<file path="src/rtl/alu_arbiter.sv">
// alu_arbiter
//   Round-robin arbiter sharing one external combinational ALU between two
//   requesters. A grant latches the winner's operands. The ALU result is
//   captured one cycle later and then held as a response until the consumer
//   accepts it. op_count counts completed operations and saturates at 16'hFFFF.
//
// Ports
//   clk, rst_n              clock (rising edge), async active-low reset
//   req_valid[1:0]          per-requester request valid
//   req_a0/b0/sel0          requester 0 operands and opcode
//   req_a1/b1/sel1          requester 1 operands and opcode
//   req_ready[1:0]          per-requester accept strobe (combinational, IDLE only)
//   alu_a/alu_b/alu_sel     operands and opcode to the shared ALU (registered)
//   alu_out/alu_carry       combinational ALU result
//   rsp_valid/rsp_id        response valid and requester index
//   rsp_out/rsp_carry       captured ALU result and carry
//   rsp_ready               consumer accepts the response
//   op_count[15:0]          saturating completed-operation counter
module alu_arbiter #(
  parameter int WIDTH = 8,
  parameter int SEL_W = 4
) (
  input  logic             clk,
  input  logic             rst_n,
  input  logic [1:0]       req_valid,
  input  logic [WIDTH-1:0] req_a0,
  input  logic [WIDTH-1:0] req_b0,
  input  logic [SEL_W-1:0] req_sel0,
  input  logic [WIDTH-1:0] req_a1,
  input  logic [WIDTH-1:0] req_b1,
  input  logic [SEL_W-1:0] req_sel1,
  output logic [1:0]       req_ready,
  output logic [WIDTH-1:0] alu_a,
  output logic [WIDTH-1:0] alu_b,
  output logic [SEL_W-1:0] alu_sel,
  input  logic [WIDTH-1:0] alu_out,
  input  logic             alu_carry,
  output logic             rsp_valid,
  output logic             rsp_id,
  output logic [WIDTH-1:0] rsp_out,
  output logic             rsp_carry,
  input  logic             rsp_ready,
  output logic [15:0]      op_count
);

  typedef enum logic [1:0] {
    IDLE  = 2'd0,
    ISSUE = 2'd1,
    RESP  = 2'd2
  } state_e;

  state_e           state_q,     state_d;
  logic             rr_ptr_q,    rr_ptr_d;
  logic [WIDTH-1:0] op_a_q,      op_a_d;
  logic [WIDTH-1:0] op_b_q,      op_b_d;
  logic [SEL_W-1:0] op_sel_q,    op_sel_d;
  logic             rsp_id_q,    rsp_id_d;
  logic [WIDTH-1:0] rsp_out_q,   rsp_out_d;
  logic             rsp_carry_q, rsp_carry_d;
  logic [15:0]      op_count_q,  op_count_d;

  logic grant_en;
  logic grant_id;

  // On contention rr_ptr picks the winner; otherwise the only valid requester.
  assign grant_en = (state_q == IDLE) && (req_valid != 2'b00);
  assign grant_id = (req_valid == 2'b11) ? rr_ptr_q : req_valid[1];

  // rst_n gating keeps req_ready low while reset is held, even though the
  // state is already IDLE.
  always_comb begin
    req_ready = 2'b00;
    if (rst_n && grant_en) begin
      req_ready = grant_id ? 2'b10 : 2'b01;
    end
  end

  always_comb begin
    state_d     = state_q;
    rr_ptr_d    = rr_ptr_q;
    op_a_d      = op_a_q;
    op_b_d      = op_b_q;
    op_sel_d    = op_sel_q;
    rsp_id_d    = rsp_id_q;
    rsp_out_d   = rsp_out_q;
    rsp_carry_d = rsp_carry_q;
    op_count_d  = op_count_q;
    case (state_q)
      IDLE: begin
        if (grant_en) begin
          op_a_d   = grant_id ? req_a1   : req_a0;
          op_b_d   = grant_id ? req_b1   : req_b0;
          op_sel_d = grant_id ? req_sel1 : req_sel0;
          rsp_id_d = grant_id;
          rr_ptr_d = ~grant_id;
          state_d  = ISSUE;
        end
      end
      ISSUE: begin
        rsp_out_d   = alu_out;
        rsp_carry_d = alu_carry;
        state_d     = RESP;
      end
      RESP: begin
        if (rsp_ready) begin
          state_d = IDLE;
          if (op_count_q != 16'hFFFF) begin
            op_count_d = op_count_q + 16'd1;
          end
        end
      end
      default: state_d = IDLE;
    endcase
  end

  always_ff @(posedge clk or negedge rst_n) begin
    if (!rst_n) begin
      state_q     <= IDLE;
      rr_ptr_q    <= 1'b0;
      op_a_q      <= '0;
      op_b_q      <= '0;
      op_sel_q    <= '0;
      rsp_id_q    <= 1'b0;
      rsp_out_q   <= '0;
      rsp_carry_q <= 1'b0;
      op_count_q  <= '0;
    end else begin
      state_q     <= state_d;
      rr_ptr_q    <= rr_ptr_d;
      op_a_q      <= op_a_d;
      op_b_q      <= op_b_d;
      op_sel_q    <= op_sel_d;
      rsp_id_q    <= rsp_id_d;
      rsp_out_q   <= rsp_out_d;
      rsp_carry_q <= rsp_carry_d;
      op_count_q  <= op_count_d;
    end
  end

  assign alu_a     = op_a_q;
  assign alu_b     = op_b_q;
  assign alu_sel   = op_sel_q;
  assign rsp_valid = (state_q == RESP);
  assign rsp_id    = rsp_id_q;
  assign rsp_out   = rsp_out_q;
  assign rsp_carry = rsp_carry_q;
  assign op_count  = op_count_q;

endmodule

</file>
<file path="config.mk">
export PLATFORM = sky130hd
export DESIGN_NAME = alu_arbiter
export DESIGN_NICKNAME = d
export VERILOG_FILES = /design/src/rtl/alu_arbiter.sv
export SDC_FILE = /design/constraint.sdc
export NUM_CORES = 1
export LEC_CHECK = 0
export ABC_AREA = 1
export CORE_UTILIZATION = 46
export DETAILED_ROUTE_END_ITERATION = 10
export DONT_BUFFER_PORTS = 1
export PLACE_DENSITY_LB_ADDON = 0.1
export RECOVER_POWER = 50
export SLEW_MARGIN = 20
export SYNTH_ARGS = -nofsm -noshare
export SYNTH_HDL_FRONTEND = slang
export SYNTH_SLANG_ARGS = --single-unit
export TNS_END_PERCENT = 10
</file>
<file path="constraint.sdc">
create_clock -name clk -period 4.6 [get_ports clk]
set_input_delay 1.38 -clock clk [delete_from_list [all_inputs] [get_ports clk]]
set_output_delay 1.38 -clock clk [all_outputs]
set_load 0.05 [all_outputs]
</file>
=== After elaboration in Yosys (flattened, before gate mapping) ===
Index checks and enable logic that the tools add are counted.

* Register bits after elaboration: 49
* Latch bits: 0
* Bits in writable memories: 0
* ROM bits: 0
* Logic and storage cells: 33
* Memories: 0

* $add $sub $neg: 1
* Multiply operators: 0
* Div/mod/pow operators: 0
* Order comparisons: 0
* Eq/ne operators: 6
* Shifts and indexed selects: 0
* Mux-type cells: 9
* Bitwise operators: 1
* Reductions and logical operators: 7

{| class="wikitable"
|+ Operators with widths
! kind !! number
|-
| $add 16x1->16 const B || 1
|-
| $mux 8 || 2
|-
| $ne 16x16->1 const B || 1
|-
| $mux 2 || 4
|-
| $pmux 2 s3 || 1
|-
| $eq 2x2->1 const B || 2
|-
| $mux 4 || 1
|-
| $reduce_and 2->1 || 2
|-
| $reduce_and 3->1 || 1
|-
| $eq 2x1->1 const B || 1
|-
| $logic_and 1x1->1 || 2
|-
| $logic_not 2->1 || 1
|-
| $ne 2x1->1 const B || 1
|-
| $ne 2x2->1 const B || 1
|-
| $reduce_bool 2->1 || 1
|-
| $mux 1 || 1
|-
| $not 1->1 || 1
|}

=== Depth between registers and ports, before layout ===
Gate-level depths: netlist of run 1.

* Word-level depth: 4
* Gate-level depth with buffers: 9

=== Worst setup path after synthesis of run 1 ===
No wires, ideal clock.

* Kind: input to output
* From: input req_valid[1]
* To: output req_ready[1]
* Arrival time: 2.350 ns
* Data required time: 3.220 ns
* Slack: 0.870 ns
* Stages on the path: 3
* Buffers on the path: 0
* Path through: a21boi_0 -> nand2_1 -> nor2_1

* Cells in the longest elaborated chain, start to end: 4
* Elaborated cells on any way between the ends: 7
* Classes of those cells: eq/ne: 1; mux: 3; reduce/logical: 3

{| class="wikitable"
|+ RTL lines
! item !! RTL line !! source
|-
| start, declared || 25 || <nowiki>input logic [1:0] req_valid,</nowiki>
|-
| $eq 2x2->1 / $reduce_bool 2->1 (equally long branches) || 67, 66 ||
|-
| $mux 1 / $logic_and 1x1->1 (equally long branches) || 67, 66 ||
|-
| $mux 2 / $logic_and 1x1->1 (equally long branches) || 74, 73 ||
|-
| $mux 2 (*) || 73 || <nowiki>if (rst_n && grant_en) begin</nowiki>
|-
| end, declared || 32 || <nowiki>output logic [1:0] req_ready,</nowiki>
|}

Mark *: on every way between the ends. The rest lies on a longest branch, timed or not.

=== Final worst setup path of run 1 ===
Ends and elaborated chain as after synthesis.

==> results of run 1 <==
==> where the power goes <==
| group | switching [W] | internal (W) |
|---|---|---|
| clock | 0.000146 | 0.000124 |
| sequential | 0.000638 | 0.000582 |
| combinational | 0.000248 | 0.000160 |
| total | 0.00103 | 0.000866 |
==> kinds of logic after synthesis <==
logic type	count (synthesis)	share of synthesized area
muxes	9	0.04257
DFF	49	0.5150
adders and majority gates	1	0.005254
xor gates and xnor gates	8	0.02942
buffers and inverters	24	0.04624
AOI/OAI and AO/OA	7	0.02050
and+or+nand+nor	197	0.3410
==> worst max-delay path, delay by kind of cell <==
family                 cells  cell delay (ps)
AOI/OAI and AO/OA          1              210
and+or+nand+nor            2              260
buffers and inverters      1              210
==> final cells by class <==
cell class,count,area (um^2)
fillers,461,2308
well taps,67,83.83
multi-input cells,222,1045
flip-flops and latches,49,1226
clock buffers,6,82.58
repair buffers,4,26.28
clock inverters,2,16.27
inverters,16,60.06
==> per-layer routing <==
layer / part of all wire / vias to the layer above
met3: 0.077 / 6
met1: 0.43 / 878
met4: 0.0099 / 0
met2: 0.48 / 84
li1: - / 925
met5: 0 / -
==> stage by stage <==
step / utilization / area [um^2] / worst slack [ps] / total power, W
floorplan: - / 2381 / 870.0 / 0.001551
global placement: 0.5043 / 2445 / 1208 / 0.001639
detailed placement: 0.5043 / 2445 / 1153 / 0.001650
CTS: 0.5246 / 2544 / 1150 / 0.001924
global route: 0.5239 / 2540 / 1045 / 0.002014
finish: 0.5239 / 2540 / 1162 / 0.001898
==> sequential cells by signal (all words and copies together), names as in the netlist <==
signal and cells:
rsp_id 1, state_q 2, rsp_out 8, alu_a 8, alu_sel 4, rr_ptr_q 1, op_count 16, rsp_carry 1
alu_b 8
==> layout by cell type (no fill, tap or decap), types with 2 or more instances in the layout <==
cell      netlist  layout
nor2_2          2       2
buf_4           0       3
nand3_1        23      23
nor2_1         20      20
clkbuf_8        0       6
mux2_2          9       9
nor2_4          2       2
nand4_1         4       4
dfrtp_1        49      49
nand2_1       145     145
xor2_1          4       4
inv_1          15      15
xnor2_1         4       4
o21ai_0         4       5
==> how the worst max path moves through the flow <==
stage                       startpoint      endpoint  slack (ps)
after global routing      req_valid[1]  req_ready[1]        1050
after detailed placement  req_valid[1]  req_ready[1]        1150
after global placement    req_valid[1]  req_ready[1]        1210
after floorplan           req_valid[1]  req_ready[1]         870
final                     req_valid[1]  req_ready[1]        1160
after CTS                 req_valid[1]  req_ready[1]        1150
==> flow_summary.yaml, run 1 <==
run_status:
  outcome: "finished clean"
timing:
  setup_viol: 0
  slew_headroom: 0.3133
  whs_ps: 546.1
  rsz0062_at_grt: "no"
  max_slew.worst_pin.slew_ps: 1026
  finalHoldViolCount: 0
  timing.final.crit_share: 0.7473
  setup_tns_ps: 0
  min_period_ps: 3438
  slew_violations: 0
  final.setup_skew_ps: 7.682
  fmax_mhz: 290.9
global_routing:
  grt.busiest_layer: "met2"
  antenna_found_initial: 0
  overflow: 0
  grt_pass1_vias: 1816
  grt_max_degree: 51
  grt_usage: 0.1890
  met3_usage: 0.06233
  grtUsageMet2: 0.3364
  grt_pass1_wl_um: 7886
  grtUsageMet1: 0.2155
yosys:
  synth_nets: 350
  synthDistinctLibCells: 21
  synth_seq_cells: 49
  synth.yosys.seq_area_share: 0.5150
  async_reset_ff_frac: 1.000
  synth.most_common_cell: "nand2_1"
  synthFlopType: "dfrtp_1"
  synth.largest_area_cell: "dfrtp_1"
  avgSynthCellArea_um2: 8.071
  synthTopCellsByCount: "nand2_1, dfrtp_1, nand3_1"
  synth.top_cell.area_share: 0.5150
  ys_warn_count: 0
  synth_top_cells_by_area: "dfrtp_1, nand2_1, nand3_1, mux2_2, nor2_1"
  synth_edf_count: 0
  syn_inst: 295
  netlist_area_um2: 2381
final_layout:
  diodes: 0
  drive_gt1_frac: 0.09030
  area_growth_pct: 6.674
  finalNetCount: 353
  fin_cells: 366
routing:
  wire_per_inst_um: 13.02
  drc_errors: 0
  vias_per_cell: 5.172
  vias: 1893
  drt-pass1-iter-count: 5
  drtIter0Drc: 73
  routed_wl_um: 4764
  final_antenna_net_count: 0
setup_path:
  critPathMaxFanout: 3
  cp_data_required_time_ps: 3220
  setup.worst_path.end_class: "output port"
  criticalPathCategory: "in -> out"
  regToRegStartpoint: "state_q[1]"
  crit_arrival_ps: 2060
  r2r_end: "op_count[9]"
  cp_slowest_cell: "a21boi_0"
  critPathLaunchType: "input port"
  crit_path_max_incr_delay_ps: 210
  worstRegToRegCells: 6
  crit_chain: "a21boi_0 -> nand2_1 -> nor2_1 -> buf_4"
  rrSetupSlack_ps: 2400
place:
  io_buffers: 0
  dp.cells: 358
  dp_hpwl_um: 3405
  place_congestion: 0.7466
power_and_ir_drop:
  p_leak_nw: 1.219
  power.density_nw_per_um2: 747.1
  ir_worst_vdd_mv: 0.4324
clock_network:
  cts_sinks: 49
  path_clk_slew_ps: 90
  cts_setup_buffers: 0
  cts-buffers-inserted: 5
  clk_latency_ps: 300
  cts_tree: "done"
  cts_resized: 0
  cts_root_buf: "clkbuf_8"
  cts_hold_buf: 0
  clk_path_buf_depth: 2
  htreeDepth: 2
worst_hold_path:
  holdPathEnd: "rr_ptr_q"
  hold_class: "reg -> reg"
  hold_depth: 2
  min_from: "rr_ptr_q"
floorplan:
  die_w_um: 73.95
  coreArea_um2: 4848
  die_h_um: 73.95
  row_count: 25
  pin_count: 103
  dieArea_um2: 5468
  start_util: 0.4911
job:
  max_cap_violations: 0
Note: power is estimated with default switching activity, not from simulation.
==> inputs of run 2 (changes only) <==
==> constraint.sdc (replaced) <==
create_clock -name clk -period 2.9 [get_ports clk]
set_input_delay 0.87 -clock clk [delete_from_list [all_inputs] [get_ports clk]]
set_output_delay 0.87 -clock clk [all_outputs]
set_load 0.05 [all_outputs]
==> run 2 against run 1 <==
- global-route usage decreased by 0.14 points
- sequential share of layout area decreased by 0.24 points
- clock power increased by 47%
- first-iteration DRC count increased by 38%
- final area increased by 0.49%
- critical endpoint unchanged
- largest cell class unchanged
==> flow_summary.yaml, run 2 (synthesis gave the netlist of run 1 again) <==
place:
  io_buffers: 0
  dp_hpwl_um: 3448
  pre_cts_ws_ps: 514.0
  dp.cells: 363
  place_congestion: 0.7121
  placed_area_um2: 2482
power_and_ir_drop:
  power.density_nw_per_um2: 1178
  ir_worst_vdd_mv: 0.7707
  p_leak_nw: 1.233
global_routing:
  antenna_found_initial: 0
  overflow: 0
  grt_usage: 0.1876
  grt_pass1_wl_um: 7824
  grt_max_degree: 51
  grt_pass1_vias: 1828
routing:
  wire_per_inst_um: 13.14
  vias_per_cell: 5.022
  drc_errors: 0
  routed_wl_um: 4862
  final_antenna_net_count: 0
  drtIter0Drc: 101
  drt-pass1-iter-count: 4
  vias: 1858
final_layout:
  utilization: 0.5265
  largest_reg_flops: 16
  regArea_um2: 1226
  multiInputGateArea_um2: 1037
  fin_cells: 370
  area_growth_pct: 7.199
  fillers: 467
  fin_area_um2: 2552
  diodes: 0
  final_cell_mix: "nand2_1, dfrtp_1, nand3_1, nor2_1, inv_1"
  mostFrequentLayoutCell: "nand2_1"
  finalNetCount: 358
  drive_gt1_frac: 0.09571
floorplan:
  start_util: 0.4911
  coreArea_um2: 4848
  die_w_um: 73.95
  row_count: 25
  die_h_um: 73.95
  pin_count: 103
  dieArea_um2: 5468
setup_path:
  criticalPathCategory: "in -> out"
  setup.worst_path.end_class: "output port"
  critPathLaunchType: "input port"
  cp_data_required_time_ps: 2030
  crit_arrival_ps: 1520
  critPathMaxFanout: 3
clock_network:
  cts-buffers-inserted: 5
  cts_tree: "done"
  cts_root_buf: "clkbuf_8"
  clk_latency_ps: 300
  clk_path_buf_depth: 2
  htreeDepth: 2
  path_clk_slew_ps: 90
  cts_sinks: 49
  cts_setup_buffers: 0
  cts_resized: 0
  cts_hold_buf: 0
timing:
  timing.final.ws_setup_ps: 509.1
  finalHoldViolCount: 0
  rsz0062_at_grt: "no"
  setup_tns_ps: 0
  timing.final.crit_share: 0.8245
  min_period_ps: 2391
  setup_viol: 0
  slew_headroom: 0.3718
  fmax_mhz: 418.2
  max_slew.worst_pin.slew_ps: 942.3
  slew_violations: 0
  final.setup_skew_ps: 8.141
run_status:
  outcome: "finished clean"
job:
  max_cap_violations: 0
worst_hold_path:
  hold_class: "in -> async"
-- run 2: changes by cell type in the layout (fill, tap and decap cells not counted) --
cell	before	now
clkinv_4	0	1
nor2_4	2	1
buf_4	3	7
inv_6	1	0
clkbuf_1	1	2
nor2_1	20	21
clkbuf_8	6	5
-- run 2: area by class of cell --
| cell class | instances | area share |
|---|---|---|
| flip-flops and latches | 49 | 0.4804 |
| clock buffers | 5 | 0.02696 |
| repair buffers | 9 | 0.02353 |
| clock inverters | 2 | 0.006373 |
| well taps | 67 | 0.03284 |
| inverters | 16 | 0.02353 |
| multi-input cells | 222 | 0.4064 |
-- run 2: report_power, final --
| group | switching (W) | internal [W] | total, W |
|---|---|---|---|
| Clock | 0.000229 | 0.000167 | 0.000396 |
| Sequential | 0.000947 | 0.000924 | 0.00187 |
| Combinational | 0.000461 | 0.000277 | 0.000738 |
| Total | 0.00164 | 0.00137 | 0.00301 |
-- run 2: worst max-delay path: stages --
cell,delay [ps]
a21boi_0,210
nand2_1,120
nor2_1,110
buf_4,210
-- run 2: final timing paths --
| path | start | endpoint | slack, ps | depth (start not counted) |
|---|---|---|---|---|
| worst max-delay path | req_valid[1] | req_ready[1] | 510 | 4 |
| worst min-delay path | rst_n | rsp_out[5] | 250 | 0 |
| worst max register to register | op_count[6] | op_count[0] | 800 | 7 |
| worst min register to register | rr_ptr_q | rr_ptr_q | 540 | 2 |
| max in group asynchronous | rst_n | op_count[0] | 2560 | 0 |
| min in group clk | rr_ptr_q | rr_ptr_q | 540 | 2 |
-- run 2: metal layers --
layer	routed length, um	up-vias	track usage
met3	357	6	0.05962
li1	-	930	-
met2	2399	74	0.3374
met1	2051	848	0.2094
met4	55	0	0.06197
met5	0	-	0
-- run 2: per-stage QoR --
| step | total power [W] | hold slack [ps] |
|---|---|---|
| finish | 0.003006 | 250.7 |
| global route | 0.003183 | 220.5 |
| CTS | 0.003042 | 233.6 |
| detailed placement | 0.002640 | 533.4 |
| global placement | 0.002626 | 539.4 |
| floorplan | 0.002461 | 502.0 |
